File: config.mk
export PLATFORM = sky130hd
export DESIGN_NAME = conv_frame_sched
export DESIGN_NICKNAME = d
export VERILOG_FILES = /design/src/rtl/conv_pkg.sv /design/src/rtl/conv_sched_pos_cnt.sv /design/src/rtl/conv_frame_sched.sv
export SDC_FILE = /design/constraint.sdc
export NUM_CORES = 1
export LEC_CHECK = 0
export BUFFER_PORTS_ARGS = -buffer_cell sky130_fd_sc_hd__buf_2
export CELL_PAD_IN_SITES_DETAIL_PLACEMENT = 0
export CELL_PAD_IN_SITES_GLOBAL_PLACEMENT = 1
export CORE_MARGIN = 5
export CORE_UTILIZATION = 40
export DETAILED_ROUTE_END_ITERATION = 10
export PLACE_DENSITY_LB_ADDON = 0.1
export SLEW_MARGIN = 40
export SYNTH_ARGS = -nofsm -noshare
export SYNTH_HDL_FRONTEND = slang
export SYNTH_SLANG_ARGS = --single-unit
File: constraint.sdc
create_clock -name clk -period 5 [get_ports clk]
set_clock_uncertainty 0.05 [all_clocks]
set_input_delay 0.5 -clock clk [delete_from_list [all_inputs] [get_ports clk]]
set_output_delay 0.5 -clock clk [all_outputs]
set_load 0.01 [all_outputs]
File: src/rtl/conv_pkg.sv
// Shared definitions for the convolution frame scheduler.
//   - default image geometry
//   - FSM state encoding
//   - pix_addr(): linear SRAM address of pixel (row, col) in a w-wide image
package conv_pkg;

  localparam int DEF_IMG_W    = 32;
  localparam int DEF_IMG_H    = 32;
  localparam int DEF_NUM_FILT = 5;

  localparam logic [2:0] ST_IDLE      = 3'd0;
  localparam logic [2:0] ST_DIM_START = 3'd1;
  localparam logic [2:0] ST_FRM_START = 3'd2;
  localparam logic [2:0] ST_STREAM    = 3'd3;
  localparam logic [2:0] ST_GAP       = 3'd4;
  localparam logic [2:0] ST_DIM_END   = 3'd5;
  localparam logic [2:0] ST_DONE      = 3'd6;

  function automatic logic [31:0] pix_addr(input logic [31:0] row,
                                           input logic [31:0] col,
                                           input logic [31:0] w);
    return row * w + col;
  endfunction

endpackage

File: src/rtl/conv_sched_pos_cnt.sv
// Nested position counter for the frame scheduler.
//   col  : 0..IMG_W-1, advances on adv_pix
//   row  : 0..IMG_H-1, advances when col wraps; both wrap to 0 after the
//          last pixel so the next frame starts at address 0
//   filt : 0..NUM_FILT-1, advances on adv_filt
//   clr  : synchronous clear of all three counters (wins over advance)
//   last_col/last_row/last_filt : terminal-count flags
module conv_sched_pos_cnt #(
  parameter int IMG_W    = 32,
  parameter int IMG_H    = 32,
  parameter int NUM_FILT = 5,
  parameter int CW       = (IMG_W > 1) ? $clog2(IMG_W) : 1,
  parameter int RW       = (IMG_H > 1) ? $clog2(IMG_H) : 1
) (
  input  logic          clk,
  input  logic          rst_n,
  input  logic          clr,
  input  logic          adv_pix,
  input  logic          adv_filt,
  output logic [CW-1:0] col,
  output logic [RW-1:0] row,
  output logic [2:0]    filt,
  output logic          last_col,
  output logic          last_row,
  output logic          last_filt
);

  assign last_col  = (col  == CW'(IMG_W - 1));
  assign last_row  = (row  == RW'(IMG_H - 1));
  assign last_filt = (filt == 3'(NUM_FILT - 1));

  always_ff @(posedge clk or negedge rst_n) begin
    if (!rst_n) begin
      col  <= '0;
      row  <= '0;
      filt <= '0;
    end else if (clr) begin
      col  <= '0;
      row  <= '0;
      filt <= '0;
    end else begin
      if (adv_pix) begin
        if (last_col) begin
          col <= '0;
          row <= last_row ? '0 : row + 1'b1;
        end else begin
          col <= col + 1'b1;
        end
      end
      if (adv_filt)
        filt <= last_filt ? '0 : filt + 1'b1;
    end
  end

endmodule

File: src/rtl/conv_frame_sched.sv
// Convolution frame scheduler: on start, replays the stored image NUM_FILT
// times from a sync-read SRAM (1-cycle latency) and generates the framing
// strobes for the conv layer.
//   clk, rst_n          : clock, async active-low reset
//   start, abort        : run request (sampled in IDLE), synchronous cancel
//   busy, done          : run in progress, one-cycle completion pulse
//   mem_rd_en, mem_addr : SRAM read port; mem_rd_data returns next cycle
//   ima, ena_in         : pixel and pixel-valid to the conv layer
//   frame_start_in, line_start_in, frame_end_in : per-frame strobes
//   frame_start_dim_in, frame_end_dim_in        : per-run strobes
//   dim_idx             : current filter index
// Optional macro CONV_SCHED_PERF_EN adds run_cycles[19:0]: busy-cycle count
// of the last completed run.
module conv_frame_sched
  import conv_pkg::*;
#(
  parameter int IMA      = 8,
  parameter int IMG_W    = DEF_IMG_W,
  parameter int IMG_H    = DEF_IMG_H,
  parameter int NUM_FILT = DEF_NUM_FILT,
  parameter int GAP      = 4,
  parameter int ADDR_W   = 10
) (
  input  logic              clk,
  input  logic              rst_n,
  input  logic              start,
  input  logic              abort,
  output logic              busy,
  output logic              done,
  output logic              mem_rd_en,
  output logic [ADDR_W-1:0] mem_addr,
  input  logic [IMA-1:0]    mem_rd_data,
  output logic [IMA-1:0]    ima,
  output logic              ena_in,
  output logic              frame_start_in,
  output logic              line_start_in,
  output logic              frame_end_in,
  output logic              frame_start_dim_in,
  output logic              frame_end_dim_in,
  output logic [2:0]        dim_idx
`ifdef CONV_SCHED_PERF_EN
  ,
  output logic [19:0]       run_cycles
`endif
);

  localparam int CW = (IMG_W > 1) ? $clog2(IMG_W) : 1;
  localparam int RW = (IMG_H > 1) ? $clog2(IMG_H) : 1;
  localparam int GW = (GAP > 1) ? $clog2(GAP) : 1;

  logic [2:0]    state, state_n;
  logic          drain;
  logic [GW-1:0] gapc;
  logic [CW-1:0] col;
  logic [RW-1:0] row;
  logic [2:0]    filt;
  logic          last_col, last_row, last_filt;
  logic          rd, frm_last, gap_last;
  logic          ena_q, ls_q, fe_q;

  // Reads are issued from FRM_START until the last pixel; STREAM then holds
  // one extra "drain" cycle so the final beat's data/strobes come out
  // before the FSM leaves the frame.
  assign rd       = (state == ST_FRM_START) || ((state == ST_STREAM) && !drain);
  assign frm_last = rd && last_col && last_row;
  assign gap_last = (state == ST_GAP) && (gapc == GW'(GAP - 1));

  always_comb begin
    state_n = state;
    if (abort) begin
      state_n = ST_IDLE;   // also blocks a same-cycle start in IDLE
    end else begin
      case (state)
        ST_IDLE:      if (start) state_n = ST_DIM_START;
        ST_DIM_START: state_n = ST_FRM_START;
        ST_FRM_START: state_n = ST_STREAM;
        ST_STREAM:    if (drain) state_n = last_filt ? ST_DIM_END : ST_GAP;
        ST_GAP:       if (gap_last) state_n = ST_FRM_START;
        ST_DIM_END:   state_n = ST_DONE;
        ST_DONE:      state_n = ST_IDLE;
        default:      state_n = ST_IDLE;
      endcase
    end
  end

  always_ff @(posedge clk or negedge rst_n) begin
    if (!rst_n) begin
      state <= ST_IDLE;
      drain <= 1'b0;
      gapc  <= '0;
      ena_q <= 1'b0;
      ls_q  <= 1'b0;
      fe_q  <= 1'b0;
    end else begin
      state <= state_n;
      if (abort || ((state == ST_STREAM) && drain))
        drain <= 1'b0;
      else if (frm_last)
        drain <= 1'b1;
      gapc  <= ((state == ST_GAP) && !gap_last && !abort) ? gapc + 1'b1 : '0;
      // Strobes ride one cycle behind the read so they align with SRAM data;
      // a read issued in the abort cycle is returned without a valid.
      ena_q <= rd && !abort;
      ls_q  <= rd && !abort && (col == '0);
      fe_q  <= frm_last && !abort;
    end
  end

  conv_sched_pos_cnt #(
    .IMG_W(IMG_W), .IMG_H(IMG_H), .NUM_FILT(NUM_FILT), .CW(CW), .RW(RW)
  ) u_pos (
    .clk      (clk),
    .rst_n    (rst_n),
    .clr      (abort || (state == ST_IDLE) || (state == ST_DONE)),
    .adv_pix  (rd && !abort),
    .adv_filt (gap_last && !abort),
    .col      (col),
    .row      (row),
    .filt     (filt),
    .last_col (last_col),
    .last_row (last_row),
    .last_filt(last_filt)
  );

  assign busy               = (state != ST_IDLE);
  assign done               = (state == ST_DONE);
  assign frame_start_dim_in = (state == ST_DIM_START);
  assign frame_end_dim_in   = (state == ST_DIM_END);
  assign frame_start_in     = (state == ST_FRM_START);
  assign mem_rd_en          = rd;
  assign mem_addr           = ADDR_W'(pix_addr(32'(row), 32'(col), 32'(IMG_W)));
  assign ima                = mem_rd_data;
  assign ena_in             = ena_q;
  assign line_start_in      = ls_q;
  assign frame_end_in       = fe_q;
  assign dim_idx            = filt;

`ifdef CONV_SCHED_PERF_EN
  // perf_cnt is 0 in the first busy cycle, so DONE latches perf_cnt+1.
  logic [19:0] perf_cnt;
  always_ff @(posedge clk or negedge rst_n) begin
    if (!rst_n) begin
      perf_cnt   <= '0;
      run_cycles <= '0;
    end else begin
      perf_cnt <= (state == ST_IDLE) ? '0 : perf_cnt + 1'b1;
      if (state == ST_DONE)
        run_cycles <= perf_cnt + 1'b1;
    end
  end
`else
  // No run-length counter in this build.
`endif

endmodule

---- Word-level counts from Yosys, hierarchy flattened ----
Cells that the tools add are included.
word-level totals
  register bits ........................... 22
  latch bits .............................. 0
  memory bits (writable) .................. 0
  bits in read-only memories .............. 0
  input port bits ......................... 12
  output and inout port bits .............. 30
  logic and storage cells ................. 73
  memories kept ........................... 0
cells by class
  add/subtract/negate cells ............... 5
  multipliers ............................. 0
  divide/modulo/power cells ............... 0
  magnitude comparators ................... 0
  equality and inequality tests ........... 13
  shifts and indexed selects .............. 0
  muxes and demuxes ....................... 19
  bitwise operators ....................... 0
  reduce and logical (&&, ||, !) cells .... 27
operator list
  operator               number
  $mux W5                7
  $mux W3                7
  $pmux W3 S6            1
  $eq A3 B3 Y1 const B   4
  $logic_and A1 B1 Y1    11
  $add A10 B5 Y10        1
  $add A5 B1 Y5 const B  2
  $eq A5 B5 Y1 const B   2
  $ne A3 B3 Y1 const B   3
  $reduce_bool A2 Y1     4
  $eq A3 B2 Y1 const B   2
  $logic_not A5 Y1       1
  $logic_or A1 B1 Y1     4
  $add A3 B1 Y3 const B  1
  $eq A3 B1 Y1 const B   1
  $logic_not A1 Y1       3
  $logic_not A3 Y1       1
  $mux W1                3
  $reduce_and A3 Y1      1
  $reduce_bool A3 Y1     1
  $add A2 B1 Y2 const B  1
  $eq A2 B2 Y1 const B   1
  $mux W2                1
  $reduce_and A2 Y1      1

---- Logic depth before layout (Yosys ltp) ----
  depth after elaboration ................. 7
  depth in mapped cells ................... 7
  gate-level depth less buffers ........... 7

---- Cells and area by module ----
Synthesis repeated with hierarchy kept, for this count alone.
unflattened totals
  cell total of the unflattened synthesis .. 127
  area, all modules ....................... 1222.4 um^2
by module, submodules not included
  module              times used  cells an instance  area an instance (um^2)  seq. area each (um^2)
  conv_sched_pos_cnt  1           72                 695.7                    325.3
  conv_frame_sched    1           55                 526.8                    225.2

---- Least setup slack after synthesis ----
Ideal clock, no wire load.
  path type ............................... register to register
  start ................................... register u_pos.col[0]
  end ..................................... register u_pos.col[0]
  setup time .............................. 64 ps
  data arrival time ....................... 1818 ps
  data required time ...................... 4886 ps
  slack ................................... 3068 ps
  stages on the path, launching flop included .. 8
  buffers on the path ..................... 0
  clock period less this slack ............ 1932 ps
  cell sequence ........................... dfrtp_1 ha_1 and3_1 ha_1 or2b_1 a21oi_4 and2_4 and2_2
between the ends
  longest elaborated chain between the ends .. 4
  elaborated cells on any way between the ends .. 5
  those cells by class .................... 1 x add/sub; 1 x eq/ne; 3 x mux
RTL lines
  element                                               line                                                text
  from (decl)                                           conv_sched_pos_cnt.sv:20                            output logic [CW-1:0] col,
  from (signal assigned)                                conv_sched_pos_cnt.sv:47                            col <= col + 1'b1;
  $add A5 B1 Y5 / $eq A5 B5 Y1 (equally long branches)  conv_sched_pos_cnt.sv:47, conv_sched_pos_cnt.sv:28
  $mux W5 *                                             conv_sched_pos_cnt.sv:43                            if (last_col) begin
  $mux W5 *                                             conv_sched_pos_cnt.sv:42                            if (adv_pix) begin
  $mux W5 *                                             conv_sched_pos_cnt.sv:37                            end else if (clr) begin
Mark *: on every way between the ends. The rest lies on a longest branch, timed or not. The select of a mux whose other input is x is not followed.
A chain may end at the register's enable or synchronous reset.

---- Final worst setup path ----
  start ................................... register u_pos.col[1]
  end ..................................... register u_pos.row[3]
between the ends
  longest elaborated chain between the ends .. 3
RTL lines
  element                              line                      text
  $eq A5 B5 Y1                         conv_sched_pos_cnt.sv:28  assign last_col = (col == CW'(IMG_W - 1));
  $reduce_bool A2 Y1 (no source line)  n/a
  $reduce_and A2 Y1 (no source line)   n/a
  to (signal assigned)                 conv_sched_pos_cnt.sv:45  row <= last_row ? '0 : row + 1'b1;
  to (decl)                            conv_sched_pos_cnt.sv:21  output logic [RW-1:0] row,
No other way between the ends.

==> flow_metrics.py <==
metrics = {
    "run_status": {
        "outcome": "finished, final reports clean",
    },
    "routing": {
        "postRouteAntennaNets": 0,
        "drtPass1Iterations": 4,
        "vias": 1057,
        "viasPerCell": 5.16,
        "drc_errors": 0,
        "totalWireLength_mm": 2.99,
        "wire_per_inst_um": 14.6,
        "drtIter0Drc": 106,
    },
    "yosys": {
        "synth_fp_nets": 162,
        "netlist_instances": 142,
        "synth.avg_cell_area_um2": 9.72,
        "synth_top_flop_cell": "dfrtp_1",
        "ys_seq_area_share_pct": 39.9,
        "syn_area_um2": 1380,
        "synth_top_area_share_pct": 39.9,
        "synth_edf_count": 0,
        "netlist_top_cells_area": "dfrtp_1 (40%), ha_1 (7.3%), buf_4 (5.4%)",
        "yosys_warnings": 0,
        "synth-async-reset-ratio_pct": 100,
        "synth_cell_types": 43,
        "ys_seq_elements": 22,
        "yosys.area.top_type": "dfrtp_1",
    },
    "global_routing": {
        "antenna_found_initial": 0,
        "grt_max_degree": 23,
        "grt_pass1_vias": 1050,
        "grt_use_total_pct": 14.4,
        "grt_pass1_wl_mm": 5.15,
        "overflow": 0,
    },
    "setup_path": {
        "end_kind": "flip-flop",
        "critPathKind": "reg -> reg",
        "startpoint": "u_pos.col[1]",
        "path_cells": "ha_1 -> and3_1 -> ha_1 -> or2b_1 -> a21oi_4 -> and2_4 -> a211o_1",
        "worst_ep_required_time_ns": 5.23,
        "cp_data_arrival_time_ns": 2.30,
        "reg2reg_from": "u_pos.col[1]",
        "max_stage_delay_ns": 0.45,
        "crit_slowest_cell": "dfrtp_1",
        "cp_num_buf_inv": 0,
        "crit_family": "simple AND/OR/NAND/NOR gates",
        "critPathLaunchType": "flip-flop",
        "cpMostUsedCell": "ha_1",
        "r2r_cells": 7,
        "worst-path-max-fanout": 8,
        "worstSetupPathDepth": 7,
    },
    "job": {
        "maxCapViolCount": 0,
    },
    "sta": {
        "final-hold-violation-count": 0,
        "tightest_slew_ns": 0.512,
        "max_freq_ghz": 0.483,
        "rsz0062_at_grt": "false",
        "setup_viol": 0,
        "report.final.slew_viol_count": 0,
        "maxSlewHeadroom_pct": 65.9,
        "period_minus_slack_ns": 2.07,
        "period_share_pct": 41.4,
        "setup-tns-final_ns": 0,
    },
    "die": {
        "io_pins": 42,
        "start_util_pct": 41.4,
        "die_h_um": 68.7,
        "num_rows": 21,
        "core_um2": 3340,
        "dieArea_um2": 4730,
        "die_w_um": 68.7,
    },
    "cts": {
        "h-tree-depth": 1,
        "clk_latency_ns": 0.32,
        "clk_path_buf_depth": 2,
        "cts_tree": "yes",
        "ctsResizeCount": 0,
        "cts_root_buf": "clkbuf_4",
        "cts-hold-fix-buffers": 0,
        "cts_sinks": 22,
        "postCtsSetupBuffers": 0,
        "cts_made_buffers": 3,
        "clkTransAtPathRegs_ns": 0.14,
    },
    "placed_design": {
        "gp_congestion": 0.734,
        "io_buffers": 25,
        "hpwlAfterDp_mm": 2.22,
    },
    "pwr": {
        "power_density_nw_per_um2": 259,
        "vdd_drop_max_mv": 0.0828,
        "power.leakage_uw": 0.000741,
    },
    "hold_path": {
        "hold_path.class": "in -> async",
    },
    "finish": {
        "drive_above_1_share_pct": 27.7,
        "final_nets": 180,
        "area_growth_pct": 10.4,
        "final_core_util_pct": 45.7,
        "diodes": 0,
    },
}
[report_power, final]
part / switching, uW / total [uW] / internal, uW
registers: 8.97 / 191 / 182
clock network: 60.0 / 141 / 81.1
logic: 38.3 / 63.1 / 24.8
total: 107 / 395 / 288
[cells in the mapped netlist, drive strengths merged, types with 2 or more instances]
library cell,number
a211o,2
a21oi,10
a31oi,3
and2,2
and3,3
buf,12
dfrtp,22
ha,8
inv,9
mux2i,4
nand2,9
nand2b,5
nand3,8
nand3b,4
nor2,17
nor3,4
nor3b,3
o21ai,2
[state kept, by name, indices dropped and copies added, names as in the netlist]
register       count
line_start_in      1
gapc               2
u_pos.row          5
state              3
u_pos.filt         3
drain              1
frame_end_in       1
ena_in             1
u_pos.col          5
[cells by family (layout without fill, tap and decap cells)]
| group | count (synthesis) | count (layout) | synth area share (%) |
|---|---|---|---|
| flops | 22 | 22 | 39.9 |
| buf+inv | 21 | 38 | 9.07 |
| xor+xnor | 1 | 1 | 0.635 |
| simple gates | 62 | 62 | 26.0 |
| mux | 4 | 4 | 2.90 |
| fa+ha+maj | 8 | 8 | 7.25 |
| compound gates | 24 | 24 | 14.2 |
[per-layer routing]
layer | vias to the layer above | part of all wire, % | GRT usage (%)
met2 | 27 | 44 | 21.8
met5 | - | 0 | 0
met1 | 501 | 48 | 20.7
met3 | 7 | 6.0 | 2.43
li1 | 522 | - | -
met4 | 0 | 1.4 | 4.62
[through the flow]
| stage | worst slack [ns] | std cells | area (um2) | power (uW) | hold WS, ns |
|---|---|---|---|---|---|
| finish | 2.93 | 205 | 1520 | 395 | 0.0739 |
| global route | 2.81 | 205 | 1520 | 416 | 0.117 |
| CTS | 2.92 | 205 | 1520 | 402 | 0.0871 |
| detailed placement | 2.96 | 201 | 1470 | 259 | 0.384 |
| global placement | 3.02 | 201 | 1470 | 259 | 0.370 |
| floorplan | 3.07 | 142 | 1380 | 247 | 0.154 |
[cell usage in the layout, fill, tap and decap left out, types with 2 or more instances in the layout]
master and count:
inv_1 9, ha_1 8, nand3_1 8, buf_2 25
nor3b_1 2, mux2i_1 4, clkbuf_4 3, dfrtp_1 22
nand2b_1 4, o21ai_0 2, a211o_1 2, nand2_1 9
a21oi_1 8, a31oi_1 2, nor2_1 16, and3_1 2
nor3_1 4, nand3b_1 4
[cell type report]
| cell class | count | area, um2 |
|---|---|---|
| clock inverters | 1 | 30.0 |
| inverters | 9 | 33.8 |
| clock buffers | 3 | 22.5 |
| well taps | 46 | 57.6 |
| flip-flops and latches | 22 | 551 |
| fillers | 337 | 1810 |
| repair buffers | 25 | 125 |
| multi-input cells | 99 | 704 |
[path summary, 6_finish.rpt]
check                                    end  slack [ns]
worst max-delay path            u_pos.row[3]        2.93
worst min-delay path            frame_end_in        0.07
worst max register to register  u_pos.row[3]        2.93
worst min register to register       gapc[0]        0.40
max in group asynchronous           state[1]        4.47
min in group clk                     gapc[0]        0.40
(Power assumes the default switching activity.)
